--- config.mk ---
export PLATFORM = sky130hd
export DESIGN_NAME = axis2router_pkt_flat
export DESIGN_NICKNAME = d
export VERILOG_FILES = /design/src/rtl/axis2router_pkg.sv /design/src/rtl/axis2router_pkt_if.sv /design/src/rtl/axis2router_pkt_fifo.sv /design/src/rtl/axis2router_pkt.sv /design/src/flat_wrapper.sv
export SDC_FILE = /design/constraint.sdc
export NUM_CORES = 1
export LEC_CHECK = 0
export CAP_MARGIN = 10
export CORE_MARGIN = 2
export CORE_UTILIZATION = 40
export CTS_CLUSTER_DIAMETER = 100
export DETAILED_ROUTE_END_ITERATION = 8
export SYNTH_ARGS = -nofsm -noshare
export SYNTH_HDL_FRONTEND = slang
export SYNTH_HIERARCHICAL = 1
export SYNTH_SLANG_ARGS = --single-unit
--- constraint.sdc ---
create_clock -name clk -period 23.3 [get_ports clk]
set_input_delay 2.33 -clock clk [delete_from_list [all_inputs] [get_ports clk]]
set_output_delay 2.33 -clock clk [all_outputs]
set_load 0.01 [all_outputs]
--- src/rtl/axis2router_pkg.sv ---
// Shared types and flit layout helpers for the AXI-Stream to router packetiser.
// The framing field is the two MSBs of a flit; HEAD_BIT/TAIL_BIT index into it.
package axis2router_pkg;

   typedef enum logic [1:0] {
      ST_IDLE = 2'd0,
      ST_SEND = 2'd1,
      ST_DROP = 2'd2
   } state_t;

   localparam int HEAD_BIT = 1;
   localparam int TAIL_BIT = 0;

   function automatic int flit_w(input int data_w);
      return data_w + data_w / 8 + 2;
   endfunction

endpackage

--- src/rtl/axis2router_pkt_if.sv ---
// AXI-Stream beat channel feeding the packetiser.
interface axis2router_pkt_if #(
   parameter int DATA_W = 64,
   parameter int KEEP_W = DATA_W / 8
);
   logic [DATA_W-1:0] s_tdata;
   logic [KEEP_W-1:0] s_tkeep;
   logic              s_tvalid;
   logic              s_tready;
   logic              s_tlast;

   modport master (output s_tdata, s_tkeep, s_tvalid, s_tlast, input s_tready);
   modport slave  (input s_tdata, s_tkeep, s_tvalid, s_tlast, output s_tready);
endinterface

--- src/rtl/axis2router_pkt_fifo.sv ---
// Synchronous first-word-fall-through FIFO; dout always shows the oldest entry.
// Push when full and pop when empty are ignored.
module stream_fifo_fwft #(
   parameter int WIDTH = 8,
   parameter int DEPTH = 16
) (
   input  logic                       clk,
   input  logic                       rst,
   input  logic                       push,
   input  logic [WIDTH-1:0]           din,
   input  logic                       pop,
   output logic [WIDTH-1:0]           dout,
   output logic                       full,
   output logic                       empty,
   output logic [$clog2(DEPTH+1)-1:0] count
);
   localparam int AW = $clog2(DEPTH);
   localparam int CW = $clog2(DEPTH + 1);

   logic [WIDTH-1:0] mem [DEPTH];
   logic [AW-1:0]    wr_ptr, rd_ptr;
   logic             do_push, do_pop;

   assign full    = (count == CW'(DEPTH));
   assign empty   = (count == '0);
   assign do_push = push && !full;
   assign do_pop  = pop && !empty;
   assign dout    = mem[rd_ptr];

   always_ff @(posedge clk) begin
      if (do_push) mem[wr_ptr] <= din;
   end

   // DEPTH is a power of two, so the pointers wrap naturally
   always_ff @(posedge clk) begin
      if (rst) begin
         wr_ptr <= '0;
         rd_ptr <= '0;
         count  <= '0;
      end else begin
         if (do_push) wr_ptr <= wr_ptr + AW'(1);
         if (do_pop)  rd_ptr <= rd_ptr + AW'(1);
         count <= count + CW'(do_push) - CW'(do_pop);
      end
   end
endmodule

--- src/rtl/axis2router_pkt.sv ---
// AXI-Stream to router packetiser: buffers beats in a FWFT FIFO and emits head/tail
// framed flits over val/ack, truncating packets longer than MAX_FLITS.
module axis2router_pkt
   import axis2router_pkg::*;
#(
   parameter int DATA_W     = 64,
   parameter int KEEP_W     = DATA_W / 8,
   parameter int FIFO_DEPTH = 16,
   parameter int MAX_FLITS  = 256,
   parameter int STORE_FWD  = 0,
   localparam int FLIT_W    = DATA_W + KEEP_W + 2
) (
   input  logic                clk,
   input  logic                rst,
   axis2router_pkt_if.slave    axis,
   output logic [FLIT_W-1:0]   data_router,
   output logic                val,
   input  logic                ack,
   output logic [15:0]         oversize_cnt
);
   localparam int PW  = DATA_W + KEEP_W;
   localparam int EW  = PW + 1;
   localparam int CW  = $clog2(FIFO_DEPTH + 1);
   localparam int FCW = $clog2(MAX_FLITS + 1);

   state_t           state, state_nxt;
   logic [EW-1:0]    head_q;
   logic             full, empty, push, pop, xfer;
   logic [CW-1:0]    fifo_cnt, pkt_cnt;
   logic [FCW-1:0]   flit_cnt;
   logic             head, tail, forced, is_last, avail;
   logic [1:0]       frame;

   assign axis.s_tready = !full && !rst;
   assign push          = axis.s_tvalid && axis.s_tready;

   stream_fifo_fwft #(.WIDTH(EW), .DEPTH(FIFO_DEPTH)) u_fifo (
      .clk   (clk),
      .rst   (rst),
      .push  (push),
      .din   ({axis.s_tlast, axis.s_tdata, axis.s_tkeep}),
      .pop   (pop),
      .dout  (head_q),
      .full  (full),
      .empty (empty),
      .count (fifo_cnt)
   );

   assign is_last = head_q[EW-1];
   assign forced  = (flit_cnt == FCW'(MAX_FLITS - 1));
   assign tail    = is_last || forced;
   // A packet bigger than the FIFO never gets its tlast stored; a full FIFO releases it
   assign avail   = !empty && (STORE_FWD == 0 || pkt_cnt != '0 || fifo_cnt == CW'(FIFO_DEPTH));

   always_comb begin
      state_nxt = state;
      val       = 1'b0;
      head      = 1'b0;
      pop       = 1'b0;
      case (state)
         ST_IDLE: begin
            val  = avail;
            head = 1'b1;
         end
         ST_SEND: val = !empty;
         ST_DROP: pop = !empty;
         default: state_nxt = ST_IDLE;
      endcase
      xfer = val && ack;
      if (xfer) begin
         pop = 1'b1;
         if (is_last)     state_nxt = ST_IDLE;
         else if (forced) state_nxt = ST_DROP;
         else             state_nxt = ST_SEND;
      end else if (state == ST_DROP && pop && is_last) begin
         state_nxt = ST_IDLE;
      end
   end

   always_comb begin
      frame           = '0;
      frame[HEAD_BIT] = head;
      frame[TAIL_BIT] = tail;
      data_router     = val ? {frame, head_q[PW-1:0]} : '0;
   end

   always_ff @(posedge clk) begin
      if (rst) begin
         state        <= ST_IDLE;
         pkt_cnt      <= '0;
         flit_cnt     <= '0;
         oversize_cnt <= '0;
      end else begin
         state <= state_nxt;
         case ({push && axis.s_tlast, pop && is_last})
            2'b10:   pkt_cnt <= pkt_cnt + CW'(1);
            2'b01:   pkt_cnt <= pkt_cnt - CW'(1);
            default: ;
         endcase
         // flit_cnt only counts inside a multi-flit packet; IDLE and DROP hold it at zero
         flit_cnt <= (state_nxt == ST_SEND) ? flit_cnt + FCW'(xfer) : '0;
         if (xfer && forced && !is_last && oversize_cnt != 16'hFFFF)
            oversize_cnt <= oversize_cnt + 16'd1;
      end
   end
endmodule

--- src/flat_wrapper.sv ---
// flat-port wrapper written by rule: the top's interface ports become plain ports
module axis2router_pkt_flat import axis2router_pkg::*;
#(
   parameter int DATA_W     = 64,
   parameter int KEEP_W     = DATA_W / 8,
   parameter int FIFO_DEPTH = 16,
   parameter int MAX_FLITS  = 256,
   parameter int STORE_FWD  = 0,
   localparam int FLIT_W    = DATA_W + KEEP_W + 2
)
  (clk, rst, data_router, val, ack, oversize_cnt, axis_s_tdata, axis_s_tkeep, axis_s_tvalid, axis_s_tlast, axis_s_tready);
  axis2router_pkt_if #(.DATA_W(DATA_W), .KEEP_W(KEEP_W)) axis_i ();
  input  logic clk;
  input  logic rst;
  output logic [FLIT_W-1:0] data_router;
  output logic val;
  input  logic ack;
  output logic [15:0] oversize_cnt;
  input wire logic [$bits(axis_i.s_tdata)-1:0] axis_s_tdata;
  input wire logic [$bits(axis_i.s_tkeep)-1:0] axis_s_tkeep;
  input wire logic [$bits(axis_i.s_tvalid)-1:0] axis_s_tvalid;
  input wire logic [$bits(axis_i.s_tlast)-1:0] axis_s_tlast;
  output wire logic [$bits(axis_i.s_tready)-1:0] axis_s_tready;
  assign axis_i.s_tdata = axis_s_tdata;
  assign axis_i.s_tkeep = axis_s_tkeep;
  assign axis_i.s_tvalid = axis_s_tvalid;
  assign axis_i.s_tlast = axis_s_tlast;
  assign axis_s_tready = axis_i.s_tready;
  axis2router_pkt #(.DATA_W(DATA_W), .KEEP_W(KEEP_W), .FIFO_DEPTH(FIFO_DEPTH), .MAX_FLITS(MAX_FLITS), .STORE_FWD(STORE_FWD)) u_core (.clk(clk), .rst(rst), .axis(axis_i), .data_router(data_router), .val(val), .ack(ack), .oversize_cnt(oversize_cnt));
endmodule
==> results.json, run 1 <==
{
  "hold_path_class": "reg -> reg",
  "grt_antenna_before_repair": 10,
  "fin_nets": 2437,
  "synth_area_leaders": "edfxtp_1 (76%), mux4_2 (14%), a22oi_1 (2.4%), dfxtp_1 (1.9%), and2_1 (1.1%)",
  "groute.usage.overall_pct": 18.4,
  "grt_pass1_wl_um": 157000,
  "post_cts_buffers": 0,
  "synth_nets": 2218,
  "synth.top_cell.area_share_pct": 75.7,
  "ys_seq_elements": 1212,
  "synth_flop_cell": "edfxtp_1",
  "holdBufCountCts": 0,
  "seqPwrFrac_pct": 44.8,
  "synthCells": 2127,
  "area_growth_pct": 15.7,
  "rsz0062_at_grt": "no",
  "hold_viol_final": 0,
  "max-cap-violations": 0,
  "portBuffers": 168,
  "io_pins": 169,
  "p_leak_nw": 16.4,
  "clk-insertion-delay-late_ns": 0.72,
  "async_flop_share_pct": 0,
  "peakVddDrop_mv": 0.0825,
  "synth_cell_types": 42,
  "netlist_area_um2": 46300,
  "globalplace.congestion": 0.753,
  "post_cts_resized": 0,
  "cts_made_buffers": 121,
  "die_y_um": 344,
  "die_area_um2": 119000,
  "drive_gt1_share_pct": 21.7,
  "yosysWarnings": 6,
  "grt_pass1_vias": 23100,
  "synth-edff-count": 1168,
  "dr.pass1.iters": 5,
  "via_count": 22100,
  "ys_seq_area_share_pct": 77.6,
  "critPathLaunchType": "register",
  "ant_nets": 0,
  "cts_tree": "done",
  "avgSynthCellArea_um2": 21.8,
  "core_area_um2": 115000,
  "critPathKind": "reg -> out",
  "min_from": "u_core/u_fifo/rd_ptr[1]",
  "wl_um": 109000,
  "drv_slew": 0,
  "sw_frac_of_total_pct": 25.3,
  "root_buffer": "clkbuf_16",
  "grt_max_degree": 177,
  "finalCriticalPeriod_ns": 7.61,
  "worst_pin_slew_ns": 1.18,
  "critPathMaxFanout": 107,
  "p_int_w": 0.00412,
  "cts_buffer_depth": 3,
  "skew_ns": 0.0568,
  "n_fill_cell": 9372,
  "drt-initial-drc-count": 2034,
  "setup_violations": 0,
  "wl_per_cell_um": 27.5,
  "initial_utilization_pct": 40.4,
  "tns_ns": 0,
  "synth_most_common_cell": "edfxtp_1",
  "drt-vias-per-instance": 5.58,
  "worstPathRequired_ns": 20.97,
  "clock.fmax_ghz": 0.131,
  "cp-end-kind": "output pin",
  "synth_top_cell_by_area": "edfxtp_1",
  "post-route-period-util_pct": 32.7,
  "slew-limit-headroom_pct": 21.1,
  "clkPwrFrac_pct": 34.0,
  "whs_ns": 0.492,
  "powerDensity_nw_per_um2": 103,
  "post-route-drc-count": 0,
  "cts_htree_levels": 3,
  "netlist_top_cells_count": "edfxtp_1 (1168), mux4_2 (292), a22oi_1 (147)",
  "outcome": "finished clean",
  "rows": 124,
  "dp_hpwl_um": 53700,
  "clkSlewWorstSetupHoldPaths_ns": 0.06,
  "globalRouteOverflowTotal": 0,
  "arrival_ns": 5.28,
  "dieWidth_um": 344,
  "p_sw_w": 0.00140,
  "clkSinkCount": 1212,
  "p_comb_share_pct": 21.3
}
[critical path, stage by stage, from the launching register on]
cell	delay [ns]
dfxtp_4	0.98
buf_4	0.86
buf_12	0.75
mux4_2	0.59
a22oi_1	0.23
nand2_1	0.25
a21oi_1	0.28
nor3_1	0.10
clkdlybuf4s50_1	0.50
[state kept, by name (all words and copies together), names as in the netlist, named ones only]
name,cells
u_core/state,2
u_core/u_fifo/rd_ptr,4
u_core/flit_cnt,9
u_core/u_fifo/count,5
u_core/u_fifo/mem,1168
u_core/oversize_cnt,16
u_core/u_fifo/wr_ptr,4
[layout by cell type, fill, tap and decap left out, types with 37 or more instances in the layout]
master,count
nand2_1,82
mux4_2,292
clkbuf_16,123
buf_4,37
clkdlybuf4s50_1,168
a22oi_1,147
dfxtp_1,42
edfxtp_1,1168
nor2_1,42
and2_1,73
[worst paths after layout]
path,end,slack [ns],depth (start not counted)
setup / recovery,data_router[72],15.69,8
hold / removal,register,0.49,2
setup reg to reg,u_core/oversize_cnt[14],18.28,10
hold reg to reg,register,0.49,2
[logic make-up after synthesis]
| family | count (synthesis) | share of synthesized area (%) |
|---|---|---|
| buf+inv | 128 | 1.39 |
| xor+xnor | 27 | 0.510 |
| compound gates | 164 | 2.58 |
| fa+ha+maj | 14 | 0.394 |
| simple gates | 289 | 3.32 |
| mux | 293 | 14.2 |
| flops | 1212 | 77.6 |
[power groups by stage]
stage	clock, W	sequential [W]	combinational, W
3_3_place_gp	0	0.00252	0.00120
2_1_floorplan	0	0.00249	0.000829
3_5_place_dp	0	0.00252	0.00120
6_report	0.00188	0.00247	0.00117
5_1_grt	0.00200	0.00248	0.00127
4_1_cts	0.00192	0.00248	0.00121
[metrics by stage]
stage                     cells  utilization (%)  total power, W  instance area, um^2  worst slack, ns
after CTS                  3963             46.8         0.00560                53600            15.39
after floorplan            2127                -         0.00332                46300            12.54
after global placement     3735             43.4         0.00371                49800            16.10
after detailed placement   3735             43.4         0.00372                49800            16.14
after global routing       3963             46.8         0.00575                53600            15.12
final                      3964             46.8         0.00552                53600            15.69
[area by class of cell]
class / instances / area, um^2 / area share, %
well taps: 1512 / 1890 / 3.53
multi-input cells: 787 / 9850 / 18.4
diodes: 1 / 2.50 / 0.00467
repair buffers: 207 / 2000 / 3.73
flip-flops and latches: 1212 / 36000 / 67.0
clock buffers: 151 / 3220 / 6.01
clock inverters: 77 / 643 / 1.20
inverters: 17 / 63.8 / 0.119
[metal layers]
layer  global-route usage [%]  vias up  share of wire, %
li1                         -     9328                 -
met3                     3.28      179               5.1
met1                     24.6    12000                42
met5                        0        -             0.042
met4                     4.64        8               2.2
met2                     31.3      614                51
Note: power is estimated with default switching activity, not from simulation.
==> run 2: changes to the inputs <==
==> constraint.sdc (replaced) <==
create_clock -name clk -period 6.9 [get_ports clk]
set_input_delay 0.69 -clock clk [delete_from_list [all_inputs] [get_ports clk]]
set_output_delay 0.69 -clock clk [all_outputs]
set_load 0.01 [all_outputs]
==> run 2 against run 1 <==
Sequential power grew to 3.4 times the previous value. Die area is the same. Count of clock-buffer cells in the layout increased by 18. Non-clock buffer count up 5. Register-to-register slack got worse by 15 ns. Clock skew down 0.0028 ns. Combinational power rose to 3.4 times the previous value. Cell count up 0.25%. Via count shrank 0.27%. Routed wire length down 7.2%. Highest routed layer unchanged. Clock power grew to 3.6 times the previous value. Hold slack better by 0.0078 ns. Critical path type unchanged.
==> results.json, run 2 (synthesis gave the netlist of run 1 again) <==
{
  "outcome": "finished clean",
  "n_fill_cell": 9306,
  "powerDensity_nw_per_um2": 353,
  "p_int_w": 0.0142,
  "initial_utilization_pct": 40.4,
  "place_ws_ns": 2.48,
  "cp-end-kind": "output pin",
  "dieWidth_um": 344,
  "use_met2_pct": 27.7,
  "portBuffers": 168,
  "grt_max_degree": 100,
  "use_met3_pct": 3.33,
  "dp_hpwl_um": 56600,
  "post-route-period-util_pct": 69.6,
  "critPathLaunchType": "register",
  "globalplace.congestion": 0.751,
  "core_area_um2": 115000,
  "dr.pass1.iters": 7,
  "post_cts_buffers": 0,
  "largest_reg_flops": 1168,
  "final_cell_mix": "edfxtp_1 (1168), mux4_2 (292), clkdlybuf4s50_1 (168), a22oi_1 (147), clkbuf_16 (131)",
  "max-cap-violations": 0,
  "wl_per_cell_um": 25.4,
  "cts_tree": "done",
  "critPathKind": "reg -> out",
  "io_pins": 169,
  "die_area_um2": 119000,
  "rsz0062_at_grt": "no",
  "finalWorstSetupSlack_ns": 2.10,
  "hold_viol_final": 0,
  "grt_util_met1_pct": 24.1,
  "crit_path_top_delay_cell": "dfxtp_4",
  "grt_antenna_before_repair": 8,
  "ant_nets": 0,
  "sw_frac_of_total_pct": 25.5,
  "peakVddDrop_mv": 0.307,
  "post-route-util_pct": 47.1,
  "worst_pin_slew_ns": 1.05,
  "final_common_cell": "edfxtp_1",
  "finalCriticalPeriod_ns": 4.80,
  "skew_ns": 0.0540,
  "post_cts_resized": 0,
  "crit_chain": "buf_4 > mux4_2 > a22oi_1 > nand2_1 > and2_1 > clkdlybuf4s50_1",
  "rows": 124,
  "via_count": 22100,
  "cts_made_buffers": 130,
  "drt-initial-drc-count": 1852,
  "diodes": 0,
  "max_stage_delay_ns": 0.97,
  "grt_pass1_vias": 23100,
  "cts_buffer_depth": 3,
  "drive_gt1_share_pct": 21.7,
  "die_y_um": 344,
  "drv_slew": 0,
  "tns_ns": 0,
  "slew-limit-headroom_pct": 29.8,
  "drt-vias-per-instance": 5.55,
  "arrival_ns": 4.11,
  "cts_htree_levels": 4,
  "clock.fmax_ghz": 0.208,
  "regMostFlops": "u_core/u_fifo/mem",
  "critPathMaxFanout": 55,
  "whs_ns": 0.500,
  "p_sw_w": 0.00487,
  "clk-insertion-delay-late_ns": 0.75,
  "grt_pass1_wl_um": 151000,
  "power.total_w": 0.0191,
  "top_regs": "u_core/u_fifo/mem: 1168 flops, u_core/oversize_cnt: 16 flops, u_core/flit_cnt: 9 flops",
  "cp_top_family": "buffers and inverters",
  "fin_nets": 2451,
  "post-route-drc-count": 0,
  "groute.usage.overall_pct": 17.2,
  "area_growth_pct": 16.6,
  "globalRouteOverflowTotal": 0,
  "holdBufCountCts": 0,
  "clkPwrFrac_pct": 35.3,
  "p_leak_nw": 16.5,
  "clkSlewWorstSetupHoldPaths_ns": 0.05,
  "setup_violations": 0,
  "root_buffer": "clkbuf_16",
  "clkSinkCount": 1212,
  "worstPathRequired_ns": 6.21,
  "grt-busiest-layer": "met2",
  "wl_um": 101000,
  "p_comb_share_pct": 21.0,
  "hold_path_class": "reg -> reg",
  "crit_buf_inv": 2,
  "seqPwrFrac_pct": 43.7
}
[run 2: worst paths after layout]
check,start,end,slack [ns],cells past startpoint
max reg2reg,u_core/u_fifo/count[2],u_core/u_fifo/mem[5][1],2.97,10
min,u_core/u_fifo/rd_ptr[1],register,0.50,2
min reg2reg,u_core/u_fifo/rd_ptr[1],register,0.50,2
max,register,data_router[52],2.10,6
[run 2: tightest hold or removal path: stages (launching register included)]
cell and delay (ns):
dfxtp_1 0.32, nand2_1 0.06, a21oi_1 0.07
[run 2: layout make-up]
| cell class | count | area [um^2] | area share [%] |
|---|---|---|---|
| flip-flops and latches | 1212 | 36000 | 66.5 |
| multi-input cells | 787 | 9850 | 18.2 |
| clock buffers | 169 | 3430 | 6.35 |
| repair buffers | 212 | 2090 | 3.86 |
| well taps | 1512 | 1890 | 3.50 |
| clock inverters | 65 | 768 | 1.42 |
| inverters | 17 | 63.8 | 0.118 |
[run 2: stage by stage]
| step | instance area (um^2) | std cells |
|---|---|---|
| 6_report | 54100 | 3974 |
| 5_1_grt | 54100 | 3974 |
| 4_1_cts | 54100 | 3974 |
| 3_5_place_dp | 49900 | 3740 |
| 3_3_place_gp | 49900 | 3740 |
| 2_1_floorplan | 46300 | 2127 |
[run 2: power groups by stage]
stage | Sequential, W | Clock (W) | Combinational, W
2_1_floorplan | 0.00840 | 0 | 0.00280
3_3_place_gp | 0.00849 | 0 | 0.00409
3_5_place_dp | 0.00850 | 0 | 0.00411
4_1_cts | 0.00835 | 0.00691 | 0.00413
5_1_grt | 0.00836 | 0.00719 | 0.00435
6_report | 0.00834 | 0.00675 | 0.00402
[run 2: layer usage]
| layer | vias to the layer above | part of all wire (%) |
|---|---|---|
| li1 | 9358 | - |
| met1 | 11900 | 43 |
| met2 | 679 | 49 |
| met3 | 160 | 5.9 |
| met4 | 6 | 2.0 |
| met5 | - | 0.034 |
==> run 3: changes to the inputs <==
==> constraint.sdc (replaced) <==
create_clock -name clk -period 5 [get_ports clk]
set_input_delay 0.5 -clock clk [delete_from_list [all_inputs] [get_ports clk]]
set_output_delay 0.5 -clock clk [all_outputs]
set_load 0.01 [all_outputs]
==> run 3 against run 2 <==
Sequential power increased by 38%. Global-route usage up 1.2 points. Clock skew is 0.039 ns lower. Worst setup slack lost 1.2 ns. Highest routed layer unchanged.
==> results.json, run 3 (synthesis gave the netlist of run 1 again) <==
{
  "rrSetupSlack_ns": 1.39,
  "r2r-end": "u_core/u_fifo/count[4]",
  "n_fill_cell": 9262,
  "powerDensity_nw_per_um2": 476,
  "power.total_w": 0.0256,
  "critPathMaxFanout": 22,
  "cts_tree": "done",
  "post-route-period-util_pct": 82.9,
  "max-cap-violations": 0,
  "place_ws_ns": 1.36,
  "portBuffers": 168,
  "seqPwrFrac_pct": 44.7,
  "timing.rr.start": "u_core/u_fifo/count[2]",
  "p_int_w": 0.0191,
  "clkSinkCount": 1212,
  "whs_ns": 0.507,
  "drv_slew": 0,
  "peakVddDrop_mv": 0.319,
  "groute.usage.overall_pct": 18.4,
  "cpMostUsedCell": "inv_1",
  "grt_pass1_wl_um": 159000,
  "crit_chain": "inv_1 > ha_1 > or4b_2 > inv_1 > nor2_4 > buf_4 > and2_1 > clkdlybuf4s50_1",
  "final_cell_mix": "edfxtp_1 (1168), mux4_2 (292), clkdlybuf4s50_1 (168), a22oi_1 (147), clkbuf_16 (119)",
  "regMostFlops": "u_core/u_fifo/mem",
  "wl_per_cell_um": 27.2,
  "root_buffer": "clkbuf_16",
  "slew-limit-headroom_pct": 43.2,
  "post_cts_resized": 0,
  "drive_gt1_share_pct": 21.6,
  "crit_path_top_delay_cell": "nor2_4",
  "die_y_um": 344,
  "post_cts_buffers": 0,
  "globalRouteOverflowTotal": 0,
  "drt-vias-per-instance": 5.59,
  "finalWorstSetupSlack_ns": 0.857,
  "globalplace.congestion": 0.728,
  "max_stage_delay_ns": 0.65,
  "rows": 124,
  "rsz0062_at_grt": "no",
  "critPathKind": "reg -> out",
  "worst_pin_slew_ns": 0.851,
  "holdBufCountCts": 0,
  "hold_path_class": "reg -> reg",
  "arrival_ns": 3.64,
  "io_pins": 169,
  "clkPwrFrac_pct": 32.9,
  "dp_hpwl_um": 55700,
  "grt_max_degree": 83,
  "grt_pass1_vias": 23400,
  "clock.fmax_ghz": 0.241,
  "setup_violations": 0,
  "cts_made_buffers": 118,
  "grt_antenna_before_repair": 13,
  "min_from": "u_core/u_fifo/rd_ptr[1]",
  "r2r_cells": 15,
  "largest_reg_flops": 1168,
  "wl_um": 108000,
  "final_common_cell": "edfxtp_1",
  "hold_viol_final": 0,
  "tns_ns": 0,
  "cts_buffer_depth": 3,
  "initial_utilization_pct": 40.4,
  "top_regs": "u_core/u_fifo/mem: 1168 flops, u_core/oversize_cnt: 16 flops, u_core/flit_cnt: 9 flops",
  "whs_path_depth": 2,
  "core_area_um2": 115000,
  "ant_nets": 0,
  "p_leak_nw": 16.4,
  "p_sw_w": 0.00654,
  "outcome": "finished clean",
  "post-route-drc-count": 0,
  "via_count": 22200,
  "p_comb_share_pct": 22.4,
  "finalCriticalPeriod_ns": 4.14,
  "sw_frac_of_total_pct": 25.5,
  "fin_nets": 2450,
  "cts_htree_levels": 3,
  "dieWidth_um": 344,
  "worstPathRequired_ns": 4.50,
  "drt-initial-drc-count": 2035,
  "dr.pass1.iters": 5,
  "cp-end-kind": "output pin",
  "clkSlewWorstSetupHoldPaths_ns": 0.06,
  "post-route-util_pct": 47.0,
  "skew_ns": 0.0153,
  "critPathLaunchType": "register",
  "die_area_um2": 119000,
  "clk-insertion-delay-late_ns": 0.70,
  "area_growth_pct": 16.3
}
[run 3: cell count changes in the layout (fill, tap and decap cells not counted), moves of 4 or more]
| cell | delta |
|---|---|
| clkbuf_16 | -12 |
| nor4_4 | +4 |
| buf_12 | +21 |
| buf_4 | -10 |
| clkinv_2 | +6 |
| clkinv_16 | -6 |
| clkbuf_1 | +7 |
| nor4_2 | -4 |
| clkinv_1 | -6 |
[run 3: power groups by stage]
| stage | Clock (W) | Sequential, W | Combinational, W |
|---|---|---|---|
| after CTS | 0.00863 | 0.0115 | 0.00591 |
| final | 0.00844 | 0.0115 | 0.00575 |
| after global placement | 0 | 0.0117 | 0.00583 |
| after floorplan | 0 | 0.0116 | 0.00387 |
| after global routing | 0.00901 | 0.0115 | 0.00621 |
| after detailed placement | 0 | 0.0117 | 0.00587 |
[run 3: metal layers]
layer  vias to the layer above  track usage [%]  wire, um
met2                       720             30.2     53100
li1                       9353                -         -
met4                        12             4.66      1990
met5                         -                0        72
met3                       138             3.39      7070
met1                     12000             25.5     45800
[run 3: area by class of cell]
type                    instances  area (um^2)  share of cell area (%)
inverters                      17         63.8                   0.118
diodes                          3         7.51                  0.0139
clock inverters                54          493                   0.915
well taps                    1512         1890                    3.51
flip-flops and latches       1212        36000                    66.7
repair buffers                223         2430                    4.51
multi-input cells             787         9880                    18.3
clock buffers                 165         3170                    5.88
[run 3: per-stage QoR]
stage,area (um^2),std cells
after floorplan,46400,2127
after global placement,50200,3751
after detailed placement,50200,3751
after CTS,53900,3970
after global routing,53900,3972
final,53900,3973
[run 3: worst max-delay path, delay by kind of cell (launching register included)]
kind	cells	cell delay, ns
fa+ha+maj	1	0.21
simple gates	3	1.15
buf+inv	4	1.22
flops	1	0.35
[run 3: worst max-delay path by stage]
stage | start | to | cells after the start
after global routing | register | data_router[65] | 6
after detailed placement | rst | u_core/u_fifo/count[4] | 12
final | u_core/u_fifo/count[2] | data_router[6] | 8
after global placement | rst | u_core/u_fifo/count[4] | 12
after floorplan | u_core/u_fifo/count[2] | u_core/u_fifo/mem[0][0] | 8
after CTS | u_core/u_fifo/count[2] | data_router[6] | 8
==> RTL edit 1 (flow settings as in run 2) <==
`DATA_W` is set to 64 in 3 places; all go to 60.
--- a/src/rtl/axis2router_pkt_if.sv
+++ b/src/rtl/axis2router_pkt_if.sv
@@ -1,6 +1,6 @@
 // AXI-Stream beat channel feeding the packetiser.
 interface axis2router_pkt_if #(
-   parameter int DATA_W = 64,
+   parameter int DATA_W = 60,
    parameter int KEEP_W = DATA_W / 8
 );
    logic [DATA_W-1:0] s_tdata;
--- a/src/rtl/axis2router_pkt.sv
+++ b/src/rtl/axis2router_pkt.sv
@@ -3,7 +3,7 @@
 module axis2router_pkt
    import axis2router_pkg::*;
 #(
-   parameter int DATA_W     = 64,
+   parameter int DATA_W     = 60,
    parameter int KEEP_W     = DATA_W / 8,
    parameter int FIFO_DEPTH = 16,
    parameter int MAX_FLITS  = 256,
--- a/src/flat_wrapper.sv
+++ b/src/flat_wrapper.sv
@@ -1,7 +1,7 @@
 // flat-port wrapper written by rule: the top's interface ports become plain ports
 module axis2router_pkt_flat import axis2router_pkg::*;
 #(
-   parameter int DATA_W     = 64,
+   parameter int DATA_W     = 60,
    parameter int KEEP_W     = DATA_W / 8,
    parameter int FIFO_DEPTH = 16,
    parameter int MAX_FLITS  = 256,
Ports: changed (resized axis_s_tdata, axis_s_tkeep and data_router); port bits go from 169 to 159. No check against the original RTL was run, so the function may have changed too.
==> RTL edit 1 against run 2 <==
- synthesized area fell by 6.8%
- cell count fell by 7.1%
- worst setup slack improved by 0.0062 ns
- wire length fell by 2.9%
- worst hold slack got worse by 0.0046 ns
- total power fell by 8.4%
- utilization fell by 0.24 points
- sequential cell count fell by 80
- sequential power fell by 6.7%
- first-iteration DRC count fell by 7.6%
- design area fell by 7.1%
- highest routed layer unchanged
==> RTL edit 1: results (changes against run 2) <==
- The power share of the sequential group was 44.5% (+0.8 points).
- Iteration count of the initial detailed-routing pass: 5 (-2)
* Initial antenna violation count: 7 (-1)
- The half-perimeter wire length after placement is 52210 um (-7.8%).
- Clock tree synthesis selected as its root buffer the cell sky130_fd_sc_hd__clkbuf_16.
- Top fanout value on the critical path: 48 (-13%)
* First-iteration detailed-routing DRC count: 1711 (-7.6%)
* Clock H-tree levels: 3 (-1)
* Cells after synthesis: 1994 (-6.3%)
- Run status: completed
* Switching power share of the total: 25.47% (about the same)
- Worst rel slew slack: 22.00% (-7.8 points)
- The number of buffers added by the clock tree synthesis step came to 112 (-14%).
- The first-pass GRT wire length came to 145300 um (-3.9%).
* Overall fraction of global-route tracks in use: 17.80% (+0.58 points)
- Weighted congestion at the end of routability-driven global placement: 0.7445 (-0.85%)
- Registers with the most flip-flops: u_core/u_fifo/mem x1088, u_core/oversize_cnt x16, u_core/flit_cnt x9
- Hold bufs inserted after CTS: 0 (unchanged)
- Proportion of layout cells with a drive suffix above 1: 21.63% (-0.10 points)
* Insertion delay of the later-clocked pin in the worst-skew pair: 0.70 ns (-0.05 ns)
- Total instance count after detailed placement: 3483 (-6.9%)
* Number of unique standard cell types used by synthesis: 46 (+9.5%)
* Top cells by count, synth: sky130_fd_sc_hd__edfxtp_1, sky130_fd_sc_hd__mux4_2, sky130_fd_sc_hd__a22oi_1
- The filler cell count was 8699 (-6.5%).
- Met3 GRT Util: 3.113% (-0.22 points)
- Routing usage on met2: 29.51% (+1.8 points)
- Worst path max stage delay: 0.83 ns (-0.14 ns)
- The number of flops mapped to enable cells by yosys came to 1088 (-6.8%).
- Slowest stage cell on the critical path: sky130_fd_sc_hd__buf_4
* Non-filler instance count after layout: 3692 (-7.1%)
* Number of warnings reported in the yosys synthesis log: 6 (unchanged)
- The maximum number of pins on one net before global-route repair is 137 (+37%).
- Final setup skew: 0.04904 ns (-0.004988 ns)
- The routed length per instance was 26.55 um (+4.5%).
- Leakage component of the power: 15.30 nW (-7.5%)
* Largest cells by area after synthesis: sky130_fd_sc_hd__edfxtp_1, sky130_fd_sc_hd__mux4_2, sky130_fd_sc_hd__a22oi_1, sky130_fd_sc_hd__dfxtp_1, sky130_fd_sc_hd__and2_1
- The synthesized netlist net count came to 2080 (-6.2%).
* Via Count: 20.56k (-6.9%)
* Worst hold path type: flop to flop
- Via count of the first global-routing pass: 21.44k (-7.3%)
==> RTL edit 1: cell count changes after synthesis, sizes merged, moves of 6 or more <==
| cell | change |
|---|---|
| edfxtp | -80 |
| mux4 | -20 |
| buf | -16 |
| clkbuf | +13 |
| a22oi | -11 |
| and3 | -7 |
| nand3 | -7 |
| nor2 | -6 |
==> RTL edit 1: cells by family (layout without fill, tap and decap cells) <==
logic type | Yosys count | count (layout) | share of synthesized area [%]
other | 0 | 5 | 0
adder cells (fa/ha/maj) | 14 | 14 | 0.4230
AO/OA/AOI/OAI | 156 | 156 | 2.648
XOR/XNOR | 27 | 27 | 0.5476
multiplexers | 274 | 274 | 14.23
AND/OR/NAND/NOR | 265 | 265 | 3.181
buffers and inverters | 126 | 416 | 1.278
flip-flops | 1132 | 1132 | 77.69
==> RTL edit 1: area by class of cell <==
class	count	area, um2	area share, %
antenna	5	12.51	0.02492
clock buffer	128	2863	5.701
clock inverter	76	725.7	1.445
inverter	18	67.56	0.1346
multi-input combinational	736	9190	18.30
sequential	1132	33560	66.83
tap	1403	1755	3.496
timing repair buffer	194	2039	4.062
==> RTL edit 1: final timing paths <==
kind                                           endpoint  slack (ns)  depth (start not counted)
worst max register to register  u_core/oversize_cnt[11]        2.76                          8
worst max-delay path                    data_router[37]        2.10                          6
worst min-delay path                               flop        0.49                          2
worst min register to register                     flop        0.49                          2
==> RTL edit 1: metal layers <==
layer | vias up | routed length [um]
met4 | 4 | 1912
li1 | 8724 | -
met3 | 124 | 5932
met5 | - | 27
met1 | 11070 | 41810
met2 | 636 | 48360
==> RTL edit 1: stage by stage <==
step	worst slack, ns	power, mW	area, um2
after floorplan	-1.720	10.40	43190
after global placement	2.638	11.80	46470
after detailed placement	2.444	11.83	46610
after CTS	1.970	17.74	50200
after global routing	1.752	18.22	50200
final	2.103	17.50	50210
==> RTL edit 2 (flow settings as in run 2) <==
Without the edit above. Compare `count` against `CW'(DEPTH)` with >= in place of ==.
--- a/src/rtl/axis2router_pkt_fifo.sv
+++ b/src/rtl/axis2router_pkt_fifo.sv
@@ -21,7 +21,7 @@
    logic [AW-1:0]    wr_ptr, rd_ptr;
    logic             do_push, do_pop;
 
-   assign full    = (count == CW'(DEPTH));
+   assign full    = (count >= CW'(DEPTH));
    assign empty   = (count == '0);
    assign do_push = push && !full;
    assign do_pop  = pop && !empty;
Formal check against the unedited RTL: no difference found for any inputs over 4 cycles, from zero or initial values and one cycle with rst high; that may be too few to reach the edited logic, so the function may still have changed.
==> RTL edit 2 against run 2 <==
- via count increased by 0.71%
- synthesized area about the same
- critical path depth unchanged
- combinational power decreased by 4%
- total power decreased by 1.7%
- clock skew decreased by 0.021 ns
- global-route usage increased by 0.97 points
- worst setup slack improved by 0.11 ns
- maximum frequency increased by 2.3%
- worst hold slack improved by 0.018 ns
- design area about the same
- wire length increased by 5.4%
- sequential cell count unchanged
- critical path type unchanged
- highest routed layer unchanged
==> RTL edit 2: results (changes against run 2) <==
* Top cells by count, synth: sky130_fd_sc_hd__edfxtp_1, sky130_fd_sc_hd__mux4_2, sky130_fd_sc_hd__a22oi_1
* Final ANT Viol Nets: 0 (unchanged)
- The post-cts repair resize count is 0 (unchanged).
* Wire length of the first global-routing pass: 158300 um (+4.7%)
- Max rail drop VDD: 0.2127 mV (-31%)
- Clock H-tree levels: 3 (-1)
* Final setup skew: 0.03259 ns (-0.02144 ns)
- The proportion of synthesized flip-flops having asynchronous set or reset was 0% (unchanged).
- The half-perimeter wire length after placement is 57060 um (+0.79%).
* Number of stages on the worst hold path: 2 (unchanged)
* Data arrival, critical path: 4.00 ns (-0.11 ns)
- Weighted congestion at the end of routability-driven global placement: 0.7692 (+2.4%)
* Net count of the mapped netlist: 2219 (+0.045%)
- R2r setup slk: 3.08 ns (+0.11 ns)
- After clock tree synthesis, the clock-pin slew on the worst setup and hold paths is ~0.06 ns.
* Max clock buf depth: 3 (unchanged)
- Endpoint of the worst register-to-register path: u_core/oversize_cnt[12]
- The average vias per placed instance came to 5.605 (+0.91%).
- Number of post-CTS setup repair buffers: 0 (unchanged)
- Initial antenna violation count: 5 (-3)
- Largest cells by area after synthesis: sky130_fd_sc_hd__edfxtp_1, sky130_fd_sc_hd__mux4_2, sky130_fd_sc_hd__a22oi_1, sky130_fd_sc_hd__dfxtp_1, sky130_fd_sc_hd__and2_1
* Routed wire length: 106500 um (+5.4%)
- Number of warnings reported in the yosys synthesis log: 6 (unchanged)
- Depth of the worst register-to-register path: 9 (-1)
- Via count of the first global-routing pass: 23.55k (+1.8%)
- The worst-margin pin slew came to 1.079 ns (+0.02539 ns).
* Number of unique standard cell types used by synthesis: 42 (unchanged)
* Worst slack at placement: 2.184 ns (-0.2972 ns)
- Worst path max stage delay: 0.95 ns (-0.02 ns)
- The post-synthesis sequential area ratio is 77.64% (about the same).
- The largest registers in the layout are u_core/u_fifo/mem x1168, u_core/oversize_cnt x16, u_core/flit_cnt x9.
- Gate family responsible for the most delay along the worst path: flip-flops
* Number of enable-type register cells in the synthesized netlist: 1168 (unchanged)
- The static power due to leakage was 16.50 nW (-0.32%).
* CTS buffer count: 120 (-7.7%)
* Slowest stage cell on the critical path: sky130_fd_sc_hd__dfxtp_4
- The clock latency on the worst-skew pair is 0.70 ns (-0.05 ns).
* Min-delay src: u_core/u_fifo/rd_ptr[1]
- Pin count of the biggest net entering global routing: 88 (-12%)
- The tightest min-delay check is of the flop to flop type.
- Port Buffers: 168 (unchanged)
- The peak fanout along the critical path is 49 (-11%).
- CTS Root Cell: sky130_fd_sc_hd__clkbuf_16
- The final net count was 2447 (-0.16%).
- The fraction of layout cells with a size suffix above 1 came to 21.94% (+0.21 points).
* Run status: completed
- The violation count after the first detailed-routing iteration is 2065 (+12%).
* Iteration count of the initial detailed-routing pass: 6 (-1)
- Overall fraction of global-route tracks in use: 18.19% (+0.97 points)
## RTL edit 2: cell count changes after synthesis, moves of 3 or more
cell,run 2,this run
sky130_fd_sc_hd__nor2_1,48,56
sky130_fd_sc_hd__buf_1,22,19
sky130_fd_sc_hd__nand2_1,82,85
sky130_fd_sc_hd__and2_1,82,74
sky130_fd_sc_hd__nor3_1,10,15
sky130_fd_sc_hd__nor4_1,9,5
sky130_fd_sc_hd__clkbuf_1,51,56
## RTL edit 2: worst max-delay path by stage
stage | from | endpoint | slack (ns) | cells after the start
final | flop | data_router[29] | 2.21 | 6
after global routing | flop | data_router[72] | 1.91 | 7
after CTS | flop | data_router[29] | 2.00 | 6
after detailed placement | rst | u_core/u_fifo/mem[6][42] | 2.18 | 8
after global placement | rst | u_core/u_fifo/mem[6][23] | 2.26 | 8
after floorplan | rst | u_core/u_fifo/mem[15][0] | 1.52 | 7
## RTL edit 2: final cells by class
type                    instances  area (um2)
diodes                          2       5.005
clock buffers                 153        3252
clock inverters                65       762.0
fillers                      9273       60630
inverters                      15       56.30
multi-input cells             788        9878
flip-flops and latches       1212       35960
well taps                    1512        1892
repair buffers                219        2215
## RTL edit 2: per-layer routing
layer	up-vias	share of wire, %	GRT usage, %
met1	12040	43	25.82
met5	-	0.040	0
li1	9346	-	-
met3	131	6.1	3.180
met4	8	1.6	4.312
met2	703	49	29.49
## RTL edit 2: power breakdown
part	leakage (nW)	total, mW	switching, mW	internal, mW
registers	10.9	8.30	0.134	8.17
logic	3.68	3.86	1.82	2.04
clock network	1.95	6.61	2.67	3.94
## RTL edit 2: worst min-delay path, stage by stage, from the launching register on
cell                      delay, ns
sky130_fd_sc_hd__dfxtp_1       0.33
sky130_fd_sc_hd__nand2_1       0.06
sky130_fd_sc_hd__a21oi_1       0.08
## RTL edit 2: cell families after synthesis
group / after synthesis / share of synthesized area [%]
AO/OA/AOI/OAI: 163 / 2.580
flip-flops: 1212 / 77.64
AND/OR/NAND/NOR: 292 / 3.278
buffers and inverters: 128 / 1.386
XOR/XNOR: 26 / 0.4917
multiplexers: 293 / 14.23
adder cells (fa/ha/maj): 14 / 0.3945
## RTL edit 2: metrics by stage
step,cells,instance area [um2],hold WS [ns],power [mW]
after CTS,3964,54020,0.5247,19.05
after detailed placement,3746,50000,0.5109,12.41
after floorplan,2128,46330,0.4554,10.99
after global placement,3746,50000,0.4694,12.39
final,3966,54020,0.5178,18.78
after global routing,3964,54020,0.5319,19.55
